### config.mk
export PLATFORM = sky130hd
export DESIGN_NAME = ph1_cfg_ctrl
export DESIGN_NICKNAME = d
export VERILOG_FILES = /design/src/rtl/ph1_cfg_pkg.sv /design/src/rtl/ph1_sticky_status.sv /design/src/rtl/ph1_cfg_ctrl.sv
export SDC_FILE = /design/constraint.sdc
export NUM_CORES = 2
export LEC_CHECK = 0
export BUFFER_PORTS_ARGS = -buffer_cell sky130_fd_sc_hd__buf_2
export CAP_MARGIN = 25
export CELL_PAD_IN_SITES_DETAIL_PLACEMENT = 1
export CELL_PAD_IN_SITES_GLOBAL_PLACEMENT = 2
export CORE_AREA = 2 2 581 583
export CTS_BUF_LIST = sky130_fd_sc_hd__clkbuf_8
export CTS_CLUSTER_SIZE = 10
export DETAILED_ROUTE_END_ITERATION = 6
export DIE_AREA = 0 0 583 585
export GPL_TIMING_DRIVEN = 0
export PLACE_DENSITY = 0.45
export SYNTH_ARGS = -nofsm -noshare
export SYNTH_HDL_FRONTEND = slang
export SYNTH_SLANG_ARGS = --single-unit
### constraint.sdc
create_clock -name clk -period 55.3 [get_ports clk]
set_input_delay 11.06 -clock clk [delete_from_list [all_inputs] [get_ports clk]]
set_output_delay 11.06 -clock clk [all_outputs]
set_load 0.05 [all_outputs]
### src/rtl/ph1_cfg_pkg.sv
// Shared types for the Phase 1 configuration sequencer: bank targets, FSM states,
// bank length lookup and flow-flag bit positions.
package ph1_cfg_pkg;

    localparam int CNT_W  = 8;
    localparam int FLAG_W = 8;

    // Flow flag positions: ovf/unf pairs for frac, 2.4 MHz, 2 MHz and 1 MHz stages.
    localparam int FLG_FRAC_OVF = 0;
    localparam int FLG_FRAC_UNF = 1;
    localparam int FLG_2_4_OVF  = 2;
    localparam int FLG_2_4_UNF  = 3;
    localparam int FLG_2_OVF    = 4;
    localparam int FLG_2_UNF    = 5;
    localparam int FLG_1_OVF    = 6;
    localparam int FLG_1_UNF    = 7;

    typedef enum logic [2:0] {
        TGT_FRAC        = 3'd0,
        TGT_IIR_2_4_NUM = 3'd1,
        TGT_IIR_2_4_DEN = 3'd2,
        TGT_IIR_2_NUM   = 3'd3,
        TGT_IIR_2_DEN   = 3'd4,
        TGT_IIR_1_NUM   = 3'd5,
        TGT_IIR_1_DEN   = 3'd6,
        TGT_BYPASS      = 3'd7
    } cfg_target_e;

    typedef enum logic [2:0] {
        ST_IDLE      = 3'd0,
        ST_LOAD      = 3'd1,
        ST_CHECK     = 3'd2,
        ST_WAIT_SAFE = 3'd3,
        ST_COMMIT    = 3'd4,
        ST_ERR       = 3'd5
    } cfg_state_e;

    // Numerator banks sit on odd targets, denominator banks on even IIR targets.
    function automatic logic [CNT_W-1:0] exp_len(input cfg_target_e tgt,
                                                 input int n_tap,
                                                 input int num_depth,
                                                 input int den_depth);
        logic [CNT_W-1:0] len;
        case (tgt)
            TGT_FRAC:   len = CNT_W'(n_tap);
            TGT_BYPASS: len = CNT_W'(1);
            default:    len = tgt[0] ? CNT_W'(num_depth) : CNT_W'(den_depth);
        endcase
        return len;
    endfunction

endpackage

### src/rtl/ph1_sticky_status.sv
// Sticky flow status: each bit latches high on its raw flag, drops on clr; set wins.
// One-cycle latency from flag to sticky output; no backpressure.
module ph1_sticky_status
    import ph1_cfg_pkg::*;
#(
    parameter int WIDTH = FLAG_W
) (
    input  logic             clk,
    input  logic             rst,
    input  logic [WIDTH-1:0] set_flags,
    input  logic             clr,
    output logic [WIDTH-1:0] sticky
);

    always_ff @(posedge clk or posedge rst) begin
        if (rst) begin
            sticky <= '0;
        end else begin
            sticky <= (sticky & ~{WIDTH{clr}}) | set_flags;
        end
    end

endmodule

### src/rtl/ph1_cfg_ctrl.sv
// Phase 1 coefficient sequencer: assembles a bank from a valid/ready word stream and commits
// it at a chain safe point; wr_en three cycles after the last word at best, cfg_ready low CHECK..COMMIT.
module ph1_cfg_ctrl
    import ph1_cfg_pkg::*;
#(
    parameter int COEFF_WIDTH     = 20,
    parameter int N_TAP           = 72,
    parameter int NUM_COEFF_DEPTH = 3,
    parameter int DEN_COEFF_DEPTH = 2
) (
    input  logic                         clk,
    input  logic                         rst,
    input  logic                         cfg_valid,
    output logic                         cfg_ready,
    input  logic [2:0]                   cfg_target,
    input  logic                         cfg_last,
    input  logic [COEFF_WIDTH-1:0]       cfg_data,
    input  logic                         commit_ok,
    output logic [N_TAP*COEFF_WIDTH-1:0] coeff_bus,
    output logic [6:0]                   wr_en,
    output logic                         iir_bypass_2_4,
    output logic                         iir_bypass_2,
    output logic                         iir_bypass_1,
    input  logic [FLAG_W-1:0]            flow_flags,
    output logic [FLAG_W-1:0]            sticky_flags,
    input  logic                         sticky_clr,
    output logic                         cfg_done,
    output logic                         cfg_err,
    output logic                         busy
);

    localparam int               IDX_W   = $clog2(N_TAP);
    localparam logic [CNT_W-1:0] N_TAP_C = CNT_W'(N_TAP);

    cfg_state_e             state;
    cfg_target_e            tgt_q;
    cfg_target_e            tgt_in;
    logic [CNT_W-1:0]       cnt;
    logic [CNT_W-1:0]       cnt_inc;
    logic [CNT_W-1:0]       exp_q;
    logic [CNT_W-1:0]       wr_idx;
    logic                   xfer;
    logic [COEFF_WIDTH-1:0] shadow [N_TAP];

    assign tgt_in  = cfg_target_e'(cfg_target);
    assign xfer    = cfg_valid && cfg_ready;
    assign cnt_inc = cnt + CNT_W'(1);
    assign exp_q   = exp_len(tgt_q, N_TAP, NUM_COEFF_DEPTH, DEN_COEFF_DEPTH);
    assign wr_idx  = (state == ST_IDLE) ? '0 : cnt;

    // Out-of-range writes are dropped rather than wrapped; the FSM rejects such a bank.
    always_ff @(posedge clk or posedge rst) begin
        if (rst) begin
            for (int i = 0; i < N_TAP; i++) begin
                shadow[i] <= '0;
            end
        end else if (xfer && (wr_idx < N_TAP_C)) begin
            shadow[wr_idx[IDX_W-1:0]] <= cfg_data;
        end
    end

    for (genvar i = 0; i < N_TAP; i++) begin : g_bus
        assign coeff_bus[i*COEFF_WIDTH +: COEFF_WIDTH] = shadow[i];
    end

    always_ff @(posedge clk or posedge rst) begin
        if (rst) begin
            state          <= ST_IDLE;
            tgt_q          <= TGT_FRAC;
            cnt            <= '0;
            wr_en          <= '0;
            cfg_done       <= 1'b0;
            cfg_err        <= 1'b0;
            cfg_ready      <= 1'b1;
            busy           <= 1'b0;
            iir_bypass_2_4 <= 1'b0;
            iir_bypass_2   <= 1'b0;
            iir_bypass_1   <= 1'b0;
        end else begin
            wr_en    <= '0;
            cfg_done <= 1'b0;
            cfg_err  <= 1'b0;
            case (state)
                ST_IDLE: begin
                    if (xfer) begin
                        tgt_q <= tgt_in;
                        cnt   <= CNT_W'(1);
                        busy  <= 1'b1;
                        if (cfg_last) begin
                            state     <= ST_CHECK;
                            cfg_ready <= 1'b0;
                        end else begin
                            state <= ST_LOAD;
                        end
                    end
                end
                ST_LOAD: begin
                    if (xfer) begin
                        cnt <= cnt_inc;
                        if (tgt_in != tgt_q) begin
                            state     <= ST_ERR;
                            cfg_ready <= 1'b0;
                            cfg_err   <= 1'b1;
                        end else if (cfg_last) begin
                            state     <= ST_CHECK;
                            cfg_ready <= 1'b0;
                        end else if (cnt_inc >= exp_q) begin
                            state     <= ST_ERR;
                            cfg_ready <= 1'b0;
                            cfg_err   <= 1'b1;
                        end
                    end
                end
                ST_CHECK: begin
                    if (cnt == exp_q) begin
                        state <= ST_WAIT_SAFE;
                    end else begin
                        state   <= ST_ERR;
                        cfg_err <= 1'b1;
                    end
                end
                ST_WAIT_SAFE: begin
                    if (commit_ok) begin
                        state    <= ST_COMMIT;
                        cfg_done <= 1'b1;
                        if (tgt_q == TGT_BYPASS) begin
                            iir_bypass_2_4 <= shadow[0][0];
                            iir_bypass_2   <= shadow[0][1];
                            iir_bypass_1   <= shadow[0][2];
                        end else begin
                            wr_en <= 7'(1) << tgt_q;
                        end
                    end
                end
                default: begin
                    // COMMIT and ERR both last one cycle and reopen the input.
                    state     <= ST_IDLE;
                    cfg_ready <= 1'b1;
                    busy      <= 1'b0;
                end
            endcase
        end
    end

    ph1_sticky_status #(
        .WIDTH (FLAG_W)
    ) u_sticky (
        .clk       (clk),
        .rst       (rst),
        .set_flags (flow_flags),
        .clr       (sticky_clr),
        .sticky    (sticky_flags)
    );

endmodule

==> After elaboration in Yosys (flattened, before gate mapping) <==
Index checks and enable logic that the tools add are counted.
{ "totals": {"reg_bits": 1476, "input_bits": 37, "out_inout_bits": 1462, "word_cells": 159} }
{ "classes": {"n_addsub": 1, "order_cmp": 4, "eq_ne": 11, "shifts": 1, "muxes": 38, "bitwise": 6, "n_reduce_logical": 14} }
{ "ops": {"columns": ["op", "count"], "rows": [
  ["bitwise mux 1440 bit", 1],
  ["demux 20 bit (select 7 bit)", 1],
  ["two-way mux 8 bit", 3],
  ["two-way mux 3 bit", 7],
  ["two-way mux 7 bit", 3],
  ["two-way mux 20 bit", 1],
  ["case mux 8 bit (2 select lines)", 1],
  ["two-way mux 1 bit", 15],
  ["case mux 7 bit (2 select lines)", 1],
  ["case mux 3 bit (4 select lines)", 1],
  ["adder 8 x 1 -> 8 bit, second input constant", 1],
  ["bitwise AND 8 bit", 1],
  ["== test 8 bit", 1],
  ["greater-or-equal comparator 8 bit", 1],
  ["greater-or-equal comparator 8 bit, second input constant", 1],
  ["< comparator 8 x 1 -> 1 bit, second input constant", 1],
  ["< comparator 8 x 7 -> 1 bit, second input constant", 1],
  ["!= test 2 bit, second input constant", 4],
  ["NOT 7 -> 8 bit", 1],
  ["NOT 8 bit", 1],
  ["bitwise OR 8 bit", 1],
  ["left shift 1 x 3 -> 7 bit, first input constant", 1],
  ["== test 3 x 2 -> 1 bit, second input constant", 2],
  ["zero test 3 bit", 2],
  ["16 further kinds", 22]
]} }

==> Depth between registers and ports, before layout <==
{ "logic_depth": {"ltp_word": 8, "depth_mapped": 10} }

==> Hierarchy <==
From an unflattened synthesis, not the netlist that was laid out.
{ "hier_totals": {"hier_cells": 3489, "area_unflattened_um2": 55906.1} }
{ "by_module_without_submodules": {"columns": ["module", "n_inst", "cells_each", "area_per_inst_um2", "seq_area_each_um2"], "rows": [
  ["ph1_cfg_ctrl", 1, 3471, 55638.4, 36736.5],
  ["ph1_sticky_status", 1, 18, 267.8, 200.2]
]} }

==> Worst setup path after synthesis <==
OpenSTA, ideal clock, no wires.
{ "synth_path": {"path_type": "input -> register", "start": "input cfg_valid", "end": "register shadow (netlist bit coeff_bus[1420])", "arrival_ns": 12.559, "required_time_ns": 55.175, "slack_ns": 42.617, "cell_stages": 6, "cell_sequence": "nand2_1 -> clkbuf_1 -> nor4b_2 -> nor2b_1 -> buf_2 -> mux2_2"} }
{ "synth_via": {"elab_chain_cells": 2} }
{ "synth_lines": {"columns": ["item", "line", "source"], "rows": [
  ["from (decl)", "ph1_cfg_ctrl.sv:13", "input logic cfg_valid,"],
  ["logical AND 1 bit", "ph1_cfg_ctrl.sv:46", "assign xfer = cfg_valid && cfg_ready;"],
  ["logical AND 1 bit", "ph1_cfg_ctrl.sv:57", "end else if (xfer && (wr_idx < N_TAP_C)) begin"],
  ["to (signal, indexed assignment)", "ph1_cfg_ctrl.sv:58", "shadow[wr_idx[IDX_W-1:0]] <= cfg_data;"],
  ["to (decl)", "ph1_cfg_ctrl.sv:43", "logic [COEFF_WIDTH-1:0] shadow [N_TAP];"]
]} }
No other way between the ends.
A chain may end at the register's enable or synchronous reset.

==> qor.txt <==
status -> complete, no violations
GP Congestion -> 0.769
Hold Path Depth -> 1
period utilisation layout -> 24.3%
dominant cell type by area after synthesis -> dfrtp_1
GR Util met1 -> 19.2%
DRT Pass-1 Iters -> 5
DP Wirelength -> 228000 microns
Final Total Pwr -> 3.57 mW
setup violators final -> 0
Mapped Area -> 55900 sq um
Placed Instance Area -> 70300 sq um
worst path arrival time -> 14510 ps
CP Class -> in -> async
fin crit period -> 13460 ps
Core Region -> 335000 sq um
GR Util All Layers -> 16.6%
root buf cell -> clkbuf_8
DRC -> 0
VDD IR-drop max -> 25.4 uV
Post-synth ARST share -> 100%
Most Frequent Cell on Critical Path -> buf_16
Final nets -> 5367
Rows -> 213
startpoint types -> primary input
Antenna Violating Nets Remaining -> 0
unrepaired setup endpoints after global routing -> no
worst slew pin tran -> 1040 ps
most frequent cell after synthesis -> dfrtp_1
Vias/cell -> 3.76
Post-CTS Setup Bufs -> 0
met2 usage -> 28.2%
Wirelength per Cell -> 29.3 microns
Synth Warn # -> 0
CTS buffer count -> 303
Net Count, Synth -> 3511
crit-path cells -> buf_2, inv_8, buf_16, buf_16, buf_16, buf_16, buf_16
Power Density -> 46.6 nW/um^2
# fillers -> 37200
drt total wl -> 292000 microns
post-synthesis sequential area ratio -> 66.1%
Worst setup EP type -> async pin
Post-CTS Resized -> 0
Clk Latency, worst-skew pair -> 1030 ps
flop-to-flop setup slack -> 51680 ps
Levels on crit path -> 7
Max H-tree Level -> 5
worst-path maximum fanout -> 116
hold buffer count at CTS -> 0
Die H -> 585 microns
Clock transition at path regs -> 60 ps
clk sinks -> 1476
vias in the first global route -> 40500
Fin. Hold Viols -> 0
die width -> 583 microns
Hold Crit Start -> u_sticky.sticky[5]
die area -> 341000 sq um
Yosys top cell area share -> 66.1%
max cap viols -> 0
number of synthesized flops with an enable pin -> 0
Buf/Inv on CP -> 7
initial antenna violation count -> 50
fin area -> 76600 sq um
count of different cell masters after synthesis -> 56
GR peak layer -> met2
# IOs -> 1499
worst rel slew slack -> 30.7%
TritonCTS clock tree -> built
Crit Reg-Reg Startpoint -> cfg_ready
crit-path max cell delay -> 600 ps
CTS max path bufs -> 4
Synth Register Bits -> 1476
met3 Track Usage GR -> 6.54%
Port Buffers -> 1478
DRT iter0 DRCs -> 1181
first-pass GRT wire length -> 385000 microns
Min-Delay Endpoint -> u_sticky.sticky[5]
Worst path top cell family by delay -> buffers and inverters
initial cell density of the core -> 16.7%
FF-to-FF End -> coeff_bus[175]
share of cells above drive strength 1 -> 64.8%
setup_tns -> 0 ps
Mapped Cells -> 3469
Clock Skew -> 94.8 ps
Required @ worst endpoint -> 56350 ps
FF-to-FF path depth -> 6
vias -> 37600
Crit-path slowest cell -> inv_8
max-slew violations -> 0
area delta synth->final -> 37.0%
total gr overflow -> 0
fmax -> 74.3 MHz
synth cell count leaders -> dfrtp_1 (1475), mux2_2 (1423), clkbuf_1 (159), buf_2 (135), nand2_1 (82)
syn_area_per_cell -> 16.1 sq um
predominant post-synthesis flop cell -> dfrtp_1
min-delay worst type -> reg -> reg
P_leak -> 42.3 nW
largest net degree at the start of global routing -> 118
leading post-synthesis cells by cell area -> dfrtp_1 (66%), mux2_2 (29%), buf_2 (1.2%)
## metrics by stage
stage	cells	util [%]	hold slack, ps	setup slack, ps
floorplan	3469	-	552	2610
global placement	9354	20.5	461	-18830
detailed placement	9426	21.0	469	40720
CTS	9945	22.8	483	41850
global route	9962	22.8	501	41490
finish	9991	22.8	479	41840
## logic make-up (layout without fill, tap and decap cells)
logic type                 Yosys count  count (layout)  synth area share, %
buffers and inverters              329            2399                 2.54
and+or+nand+nor                    164             164                 1.48
DFF                               1476            1476                 66.1
adders and majority gates            5               5                0.112
xor gates and xnor gates             5               5               0.0784
AOI/OAI and AO/OA                   43              43                0.526
muxes                             1447            1447                 29.2
other                                0              45                    0
## cell usage in the layout (no fill, tap or decap), types with 4 or more instances in the layout
master         n
inv_8          6
nor3_2         4
nor2_4         5
buf_6         11
dfrtp_1     1475
a21oi_1        7
diode_2       45
a21o_1        11
inv_1         92
nand2_1       82
mux2_2      1423
ha_1           5
buf_12        18
nand3_1        4
buf_8         19
buf_2       1633
nand2b_1       9
and2_1         4
buf_4          5
nor2_1         9
clkinvlp_4     7
nor3_1        15
o21ai_0        9
clkbuf_8     380
clkinv_8       6
bufinv_16      6
clkbuf_1     158
buf_16        24
mux2_1        23
nor2_2         4
clkinv_2      24
## sequential cells by signal, summed over array words and instances (netlist names)
| register | cells |
|---|---|
| iir_bypass_1 | 1 |
| tgt_q | 3 |
| cfg_done | 1 |
| busy | 1 |
| cfg_err | 1 |
| cnt | 8 |
| iir_bypass_2 | 1 |
| coeff_bus | 1440 |
| u_sticky.sticky | 8 |
| cfg_ready | 1 |
| state | 3 |
| iir_bypass_2_4 | 1 |
| wr_en | 7 |
## power breakdown
group	switching, mW	total (mW)	internal [mW]
Sequential	0.0766	1.30	1.23
Combinational	0.838	1.09	0.249
Clock	0.531	1.18	0.647
## layer usage
metal	wire length, microns	vias up	part of all wire, %
li1	-	15900	-
met1	115000	19800	39
met2	142000	1462	48
met3	27400	312	9.4
met4	8660	6	3.0
met5	41	-	0.014
## worst max-delay path by stage
stage               slack (ps)         endpoint  start
finish                   41840  coeff_bus[1222]    rst
global route             41490  coeff_bus[1373]    rst
floorplan                 2610             busy    rst
global placement        -18830  coeff_bus[1222]    rst
detailed placement       40720  coeff_bus[1222]    rst
CTS                      41850  coeff_bus[1293]    rst
## worst reg2reg max path, delay by kind of cell, from the launching register on
family / cells / cell delay, ps
DFF: 1 / 760
muxes: 1 / 390
and+or+nand+nor: 4 / 1900
buffers and inverters: 1 / 400
## area by class of cell
type                       count  area [sq um]  share of cell area [%]
clock inverter               139           888                    1.16
multi-input combinational   1664         17600                    23.0
inverter                       8          37.5                  0.0490
sequential                  1476         36900                    48.2
tap                         4407          5510                    7.20
antenna                       45           113                   0.147
timing repair buffer        1551          8830                    11.5
clock buffer                 380          5230                    6.83
buffer                       321          1420                    1.85
(Power assumes the default switching activity.)
